===== src/rtl/decoder_pkg.sv =====
`default_nettype none
// ============================================================================
//  Module   : decoder_pkg
//  Purpose  : Shared types and helpers for the decoder_scan block: FSM state
//             encoding, mode constants and the one-hot helper function.
//  Revision : 1.0 - initial release
// ============================================================================
package decoder_pkg;

    typedef enum logic [1:0] {
        IDLE   = 2'd0,
        DIRECT = 2'd1,
        SCAN   = 2'd2
    } state_t;

    localparam logic MODE_DIRECT = 1'b0;
    localparam logic MODE_SCAN   = 1'b1;

    // Widest decode supported by the helper (SEL_W up to 8). Callers
    // narrow the result to their own OUT_W with a size cast.
    localparam int ONEHOT_MAX_W = 256;

    function automatic logic [ONEHOT_MAX_W-1:0] onehot(input logic [7:0] index);
        logic [ONEHOT_MAX_W-1:0] v;
        v        = '0;
        v[index] = 1'b1;
        return v;
    endfunction

endpackage
`default_nettype wire


===== src/rtl/decoder_scan_dwell_counter.sv =====
`default_nettype none
// ============================================================================
//  Module   : dwell_counter
//  Purpose  : Counts 0..DWELL-1 and flags the terminal count, then restarts.
//             A synchronous clear holds the count at zero.
//  Ports    : clk, rst    - clock / synchronous active-high reset
//             clear       - force count to zero on the next edge
//             tc          - high while count == DWELL-1
//  Revision : 1.0 - initial release
// ============================================================================
module dwell_counter #(
    parameter int DWELL = 4
) (
    input  logic clk,
    input  logic rst,
    input  logic clear,
    output logic tc
);

    localparam int               CNT_W  = $clog2(DWELL + 1);
    localparam logic [CNT_W-1:0] C_LAST = CNT_W'(DWELL - 1);

    logic [CNT_W-1:0] r_count;

    assign tc = (r_count == C_LAST);

    // Wrapping at C_LAST keeps the count inside 0..DWELL-1 at all times.
    always_ff @(posedge clk) begin
        if (rst || clear || tc) begin
            r_count <= '0;
        end else begin
            r_count <= r_count + CNT_W'(1);
        end
    end

endmodule
`default_nettype wire


===== src/rtl/decoder_scan.sv =====
`default_nettype none
// ============================================================================
//  Module   : decoder_scan
//  Purpose  : Registered SEL_W -> 2**SEL_W one-hot decoder. DIRECT mode
//             decodes a qualified select; SCAN mode walks one hot bit across
//             all outputs, holding each for DWELL cycles.
//  Ports    : clk, rst          - clock / synchronous active-high reset
//             en, mode          - enable, 0 = DIRECT / 1 = SCAN
//             sel_valid, sel    - DIRECT-mode select and qualifier
//             y, y_valid        - registered one-hot output and its flag
//             idx               - index currently driven hot
//             wrap              - one-cycle pulse on SCAN index wrap to 0
//  Options  : DECODER_SCAN_BLANK_EN - blank y on the first cycle of every
//             SCAN dwell period (requires DWELL >= 2).
//  Revision : 1.0 - initial release
// ============================================================================
module decoder_scan
    import decoder_pkg::*;
#(
    parameter  int SEL_W = 2,
    parameter  int DWELL = 4,
    localparam int OUT_W = 2 ** SEL_W
) (
    input  logic             clk,
    input  logic             rst,
    input  logic             en,
    input  logic             mode,
    input  logic             sel_valid,
    input  logic [SEL_W-1:0] sel,
    output logic [OUT_W-1:0] y,
    output logic             y_valid,
    output logic [SEL_W-1:0] idx,
    output logic             wrap
);

`ifdef DECODER_SCAN_BLANK_EN
    localparam logic C_BLANK = 1'b1;
`else
    localparam logic C_BLANK = 1'b0;
`endif

    generate
        if (DWELL < 1 || DWELL > 65535) begin : g_bad_dwell
            $error("decoder_scan: DWELL must be within 1..65535");
        end
        if (C_BLANK && DWELL < 2) begin : g_bad_blank
            $error("decoder_scan: blanking requires DWELL >= 2");
        end
        if (SEL_W < 1 || SEL_W > 8) begin : g_bad_sel_w
            $error("decoder_scan: SEL_W must be within 1..8");
        end
    endgenerate

    state_t           r_state;
    state_t           w_state_next;
    logic [OUT_W-1:0] r_y,   w_y_next;
    logic             r_v,   w_v_next;
    logic [SEL_W-1:0] r_idx, w_idx_next;
    logic             r_wrap, w_wrap_next;
    logic [SEL_W-1:0] w_idx_inc;
    logic             w_tc;
    logic             w_cnt_clear;

    assign w_idx_inc = r_idx + SEL_W'(1);

    // The counter only runs while the block stays in SCAN; any entry or
    // exit discards an in-flight dwell count.
    assign w_cnt_clear = (w_state_next != SCAN) || (r_state != SCAN);

    dwell_counter #(
        .DWELL (DWELL)
    ) u_dwell (
        .clk   (clk),
        .rst   (rst),
        .clear (w_cnt_clear),
        .tc    (w_tc)
    );

    // Next state depends only on en/mode: en=0 wins, then the mode picks
    // the working state. A state change is what marks an entry edge.
    always_comb begin
        w_state_next = r_state;
        if (!en) begin
            w_state_next = IDLE;
        end else if (mode == MODE_SCAN) begin
            w_state_next = SCAN;
        end else begin
            w_state_next = DIRECT;
        end
    end

    always_comb begin
        w_y_next    = r_y;
        w_v_next    = r_v;
        w_idx_next  = r_idx;
        w_wrap_next = 1'b0;
        case (w_state_next)
            IDLE: begin
                w_y_next = '0;
                w_v_next = 1'b0;
            end
            DIRECT: begin
                if (r_state != DIRECT) begin
                    w_y_next = '0;
                    w_v_next = 1'b0;
                end else if (sel_valid) begin
                    w_y_next   = OUT_W'(onehot(8'(sel)));
                    w_idx_next = sel;
                    w_v_next   = 1'b1;
                end
            end
            SCAN: begin
                w_v_next = 1'b1;
                if (r_state != SCAN) begin
                    w_idx_next = '0;
                    w_y_next   = C_BLANK ? '0 : OUT_W'(1);
                end else if (w_tc) begin
                    w_idx_next  = w_idx_inc;
                    w_y_next    = C_BLANK ? '0 : OUT_W'(onehot(8'(w_idx_inc)));
                    w_wrap_next = (r_idx == {SEL_W{1'b1}});
                end else begin
                    // Re-asserting the current bit also ends a blanked cycle.
                    w_y_next = OUT_W'(onehot(8'(r_idx)));
                end
            end
            default: begin
                w_y_next = '0;
                w_v_next = 1'b0;
            end
        endcase
    end

    always_ff @(posedge clk) begin
        if (rst) begin
            r_state <= IDLE;
            r_y     <= '0;
            r_v     <= 1'b0;
            r_idx   <= '0;
            r_wrap  <= 1'b0;
        end else begin
            r_state <= w_state_next;
            r_y     <= w_y_next;
            r_v     <= w_v_next;
            r_idx   <= w_idx_next;
            r_wrap  <= w_wrap_next;
        end
    end

    assign y       = r_y;
    assign y_valid = r_v;
    assign idx     = r_idx;
    assign wrap    = r_wrap;

endmodule
`default_nettype wire

===== config.mk =====
export PLATFORM = sky130hd
export DESIGN_NAME = decoder_scan
export DESIGN_NICKNAME = d
export VERILOG_FILES = /design/src/rtl/decoder_pkg.sv /design/src/rtl/decoder_scan_dwell_counter.sv /design/src/rtl/decoder_scan.sv
export SDC_FILE = /design/constraint.sdc
export NUM_CORES = 1
export LEC_CHECK = 0
export ABC_AREA = 1
export ABC_CLOCK_PERIOD_IN_PS = 2700
export BUFFER_PORTS_ARGS = -buffer_cell sky130_fd_sc_hd__buf_4
export CORE_MARGIN = 8
export CORE_UTILIZATION = 40
export DETAILED_ROUTE_END_ITERATION = 10
export RECOVER_POWER = 100
export SLEW_MARGIN = 20
export SYNTH_ARGS = -nofsm -noshare
export SYNTH_HDL_FRONTEND = slang
export SYNTH_SLANG_ARGS = --single-unit

===== constraint.sdc =====
create_clock -name clk -period 2.7 [get_ports clk]
set_input_delay 0.405 -clock clk [delete_from_list [all_inputs] [get_ports clk]]
set_output_delay 0.405 -clock clk [all_outputs]
set_load 0.03 [all_outputs]

==> Yosys cells after proc, flatten, opt, wreduce, memory -nomap -nowiden <==
Index checks and enable logic that the tools add are counted.
{ "totals": {"reg_bits": 13, "input_bits": 7, "output_inout_bits": 8, "wordCells": 57} }
{ "op_classes": {"addsub": 2, "order_cmp": 6, "eq_ne": 11, "n_mux": 21, "bitwise_logic": 2, "n_reduce_logical": 9} }
{ "ops": {"columns": ["cell", "n"], "rows": [
  ["$lt A2 B9 Y1 const B", 3],
  ["$mux W4", 4],
  ["$mux W2", 6],
  ["$ne A2 B2 Y1 const B", 4],
  ["$pmux W4 S2", 1],
  ["$demux W1 S2", 3],
  ["$ge A2 B1 Y1 const B", 3],
  ["$mux W1", 5],
  ["$eq A2 B2 Y1 const B", 2],
  ["$pmux W2 S2", 1],
  ["$reduce_and A4 Y1", 1],
  ["$reduce_or A4 Y1", 1],
  ["$add A3 B1 Y3 const B", 1],
  ["$eq A3 B2 Y1 const B", 1],
  ["$logic_and A1 B1 Y1", 3],
  ["$logic_or A1 B1 Y1", 3],
  ["$ne A3 B2 Y1 const B", 1],
  ["$ne A3 B3 Y1 const B", 1],
  ["$add A2 B1 Y2 const B", 1],
  ["$eq A2 B1 Y1 const B", 1],
  ["$ne A2 B1 Y1 const B", 1],
  ["$not A1 Y1", 2],
  ["$pmux W1 S2", 1],
  ["$reduce_bool A2 Y1", 1]
]} }

==> Longest topological paths before layout <==
{ "depth": {"ltp_word": 8, "mapped_depth": 9, "mapped_depth_nobuf": 9} }

==> Modules after synthesis <==
Synthesis repeated with hierarchy kept, for this count alone.
{ "hier_totals": {"hier_cells": 111, "area_unflattened_um2": 767.0} }
{ "modules_own_cells": {"columns": ["module", "n_inst", "cells_per_inst", "area_each_um2", "seq_area_each_um2"], "rows": [
  ["decoder_scan", 1, 98, 651.9, 200.2],
  ["dwell_counter", 1, 13, 115.1, 60.1]
]} }

==> Worst setup path before layout <==
Ideal clock, no wire load.
{ "synth_path": {"kind": "reg2reg", "startpoint": "reg r_idx[0], in the netlist idx[0]", "endpoint": "reg r_idx[1], in the netlist idx[1]", "setup_time_ns": 0.113, "arrival_ns": 1.268, "required_time_ns": 2.587, "slack_ns": 1.320, "path_stages_with_launch": 7, "n_path_buf": 0, "cell_sequence": "dfxtp_1 > inv_1 > ha_1 > nand2_1 > o21ai_0 > nor2_1 > nor2_1"} }
{ "synth_between": {"elab_chain_len": 4} }
{ "synth_rtl": {"columns": ["element", "line_no", "text"], "rows": [
  ["start: declaration", "decoder_scan.sv:58", "logic [SEL_W-1:0] r_idx, w_idx_next;"],
  ["start signal: assignment", "decoder_scan.sv:144", "r_idx <= w_idx_next;"],
  ["$add A2 B1 Y2", "decoder_scan.sv:64", "assign w_idx_inc = r_idx + SEL_W'(1);"],
  ["$mux W2", "decoder_scan.sv:117", "end else if (w_tc) begin"],
  ["$mux W2", "decoder_scan.sv:114", "if (r_state != SCAN) begin"],
  ["$pmux W2 S2", "decoder_scan.sv:97", "case (w_state_next)"]
]} }
Every way passes these cells. The select of a mux whose other input is x is not followed.
A chain may end at the register's enable or synchronous reset.

==> Worst setup path after layout <==
{ "layout_path": {"startpoint": "reg r_state[0]", "endpoint": "reg r_y[2], in the netlist y[2]"} }
{ "layout_between": {"elab_chain_len": 3} }
{ "layout_rtl": {"columns": ["element", "line_no", "text"], "rows": [
  ["start: declaration", "decoder_scan.sv:54", "state_t r_state;"],
  ["start signal: assignment", "decoder_scan.sv:141", "r_state <= w_state_next;"],
  ["$ne A2 B2 Y1 / $ne A2 B1 Y1 (equally long branches)", "decoder_scan.sv:114, decoder_scan.sv:103", null],
  ["$mux W4, on equally long branches", "decoder_scan.sv:114, decoder_scan.sv:103", null],
  ["$pmux W4 S2", "decoder_scan.sv:97", null],
  ["end signal: assignment", "decoder_scan.sv:142", "r_y <= w_y_next;"],
  ["end: declaration", "decoder_scan.sv:56", "logic [OUT_W-1:0] r_y, w_y_next;"]
]} }
Parallel ways exist; a longest one is shown, timed or not.

==> impl_metrics.toml <==
[clock_tree]
clk_root_buffer_cell = "clkbuf_4"
clk_pin_slew_ns = 0.09
clockBufferDepth = 2
htree_num_levels = 1
post-cts-setup-buffer-count = 0
cts_made_buffers = 3
insertion_delay_ns = 0.28
cts_tree = "built"
holdBufCountCts = 0
tritoncts_num_sinks = 13
postCtsResizedCells = 0

[worst_setup_path]
crit_path_cell_trace = "nand2_1, nor3_1, clkinv_1, nand2_1, a21oi_1"
crit_required_ns = 2.86
critical-path-slowest-cell = "nor3_1"
critical_path.max_stage_delay_ns = 0.52
setup.worst_path.start_class = "flop"
crit_top_cell = "nand2_1"
worst_setup_path_startpoint = "r_state[0]$_SDFF_PP0_"
critical_path_cell_count = 5
worst-setup-path-type = "reg2reg"
regToRegStartpoint = "r_state[0]$_SDFF_PP0_"
r2r_end = "y[2]$_SDFFE_PP0P_"
cp.arrival_ns = 1.75
worstSetupEndpointType = "flop"
timing.critical_path.max_delay_family = "simple AND/OR/NAND/NOR gates"
worst_path_fanout_max = 6
worstPathBufferInverterCount = 1
critPathCapture = "y[2]$_SDFFE_PP0P_"
rrSetupSlack_ns = 1.10
reg2regPathDepth = 5

[run_status]
result_of_the_run = "finished, final reports clean"

[die]
placeableCoreArea_um2 = 1900
die_x_um = 60.1
effective_utilization_at_floorplan_pct = 40.9
std_cell_rows = 16
die_h_um = 60.1
die_area_um2 = 3610
boundaryPins = 15

[power]
p_seq_share_pct = 53.6
leakagePower_nw = 0.418
p_switching_w = 0.000104
power.internal_w = 0.000274
comb_power_share_pct = 14.7
switching_share_of_power_pct = 27.5
power_density_nw_per_um2 = 430
pwr-share-clk_pct = 31.7
vdd_ir_drop_max_v = 0.000221

[worst_hold_path]
hold_class = "in2reg"

[placed_design]
io_buffer_count = 14
dp_hpwl_mm = 1.29
place_ws_ns = 1.37
routabilityCongestion = 0.828

[final_layout]
area_growth_syn_to_layout_pct = 13.0
design.final.nets = 146
nFillCells = 224
antenna_cells = 0
drive_gt1_share_pct = 12.4

[synthesis]
syn_inst = 112
synthesis.area_per_instance_um2 = 6.94
synthesis.yosys.warnings = 0
ys_seq_elements = 13
synth_sequential_area_ratio_pct = 33.5
synth.lib_cells_used.distinct = 18
syn-cell-area_um2 = 777
synthesis.nets = 128

[global_route]
pin_count_of_the_biggest_net_entering_global_routing = 10
grt_pass1_vias = 660
grt.met2_usage_pct = 16.5
remaining_global_route_overflow = 0
antenna_found_initial = 0
use_met3_pct = 3.44
grt_first_pass_wirelength_mm = 2.53
grt_most_used_layer = "met2"
grt.met1_usage_pct = 9.58
gr-usage-all-layers_pct = 9.34

[sta]
fraction_of_the_cycle_the_final_worst_path_needs_pct = 59.1
setup_repair_after_global_routing_missed_its_margin = "no"
setup_viol = 0
postLayoutSetupSlackWorst_ns = 1.10
finalCriticalPeriod_ns = 1.60
setup_total_negative_slack_ns = 0
fin_clk_skew_ns = 0.0159
normalized_max_slew_margin_pct = 57.3
finalMaxSlewViolations = 0
hold_violations = 0
max_slew.worst_pin.slew_ns = 0.636
fmaxAchievable_mhz = 626

[routing]
first_pass_iters = 4
drt_drc_violations_left = 0
vias_per_cell = 4.28
dr_total_vias = 667
avgRoutedWirePerCell_um = 9.88
drt.antenna.violating_nets = 0
route.final.wire_length_mm = 1.54
initialDrtViolationCount = 8

[job]
max-cap-violations = 0
## stage by stage
step	total power [W]	hold WS [ns]	area, um^2	util [%]	cells
detailed placement	0.000270	0.411	912	48.0	152
floorplan	0.000247	0.399	777	-	112
global route	0.000402	0.364	878	46.2	156
global placement	0.000270	0.406	912	48.0	152
CTS	0.000391	0.351	938	49.3	156
finish	0.000377	0.362	878	46.2	156
## worst min-delay path by stage
stage	startpoint	end	slack (ns)	cells past startpoint
finish	rst	y_valid$_SDFFE_PP0P_	0.36	2
global placement	u_dwell.r_count[0]$_SDFF_PP0_	u_dwell.r_count[0]$_SDFF_PP0_	0.41	1
global route	rst	y[0]$_SDFFE_PP0P_	0.36	2
floorplan	u_dwell.r_count[0]$_SDFF_PP0_	u_dwell.r_count[0]$_SDFF_PP0_	0.40	1
detailed placement	u_dwell.r_count[0]$_SDFF_PP0_	u_dwell.r_count[0]$_SDFF_PP0_	0.41	1
CTS	rst	y_valid$_SDFFE_PP0P_	0.35	2
## logic make-up (layout without fill, tap and decap cells)
family / after synthesis / in the layout / synth area share [%]
compound gates: 10 / 10 / 8.54
flops: 13 / 13 / 33.5
buf+inv: 19 / 36 / 9.34
simple gates: 61 / 61 / 34.1
fa+ha+maj: 9 / 9 / 14.5
## cells in the mapped netlist
cell type / count / share of area (%)
nor3_4: 1 / 2.1
clkbuf_1: 1 / 0.48
nor4_1: 1 / 0.81
nor2_1: 13 / 6.3
o21ai_2: 1 / 1.1
ha_1: 9 / 14
o22ai_1: 1 / 0.81
nand2_2: 4 / 3.2
nand3_1: 5 / 3.2
inv_2: 3 / 1.4
clkinv_2: 1 / 0.64
o21ai_0: 2 / 1.3
a21oi_1: 5 / 3.2
dfxtp_1: 13 / 33
inv_1: 14 / 6.8
o21ai_4: 1 / 2.1
nand2_1: 35 / 17
nor2_2: 2 / 1.6
## state kept, by name (all words and copies together) (netlist names)
signal / cells
idx: 2
r_state: 2
u_dwell.r_count: 3
wrap: 1
y: 4
y_valid: 1
## final cells by class
type / instances / area, um^2 / area share [%]
Clock buffer: 4 / 26.3 / 2.99
Inverter: 18 / 68.8 / 7.83
Multi-Input combinational cell: 80 / 414 / 47.2
Sequential cell: 13 / 260 / 29.6
Tap cell: 27 / 33.8 / 3.85
Timing Repair Buffer: 14 / 75.1 / 8.55
## placed cells by master (no fill, tap or decap)
cell and instances:
o21ai_0 3, clkbuf_4 3, ha_1 9, buf_4 6
clkinv_1 1, nand2_2 1, nor2_2 2, nor3_1 1
o21ai_2 1, dfxtp_1 13, nor2_1 13, clkinv_2 1
o22ai_1 1, clkbuf_1 9, a21oi_1 5, inv_1 14
inv_2 2, nand2_1 38, nand3_1 5, nor4_1 1
## power by group through the flow
stage                     Combinational (W)  Sequential [W]  Clock (W)
after floorplan                   0.0000336        0.000214          0
after global placement            0.0000632        0.000207          0
after detailed placement          0.0000629        0.000207          0
after CTS                         0.0000632        0.000203   0.000125
after global routing              0.0000635        0.000203   0.000135
final                             0.0000555        0.000202   0.000120
## routing by layer
| layer | wire, um | share of wire (%) |
|---|---|---|
| met1 | 742 | 48 |
| met2 | 719 | 47 |
| met3 | 67 | 4.3 |
| met4 | 14 | 0.91 |
| met5 | 0 | 0 |
Power figures use the tool's default switching activity.
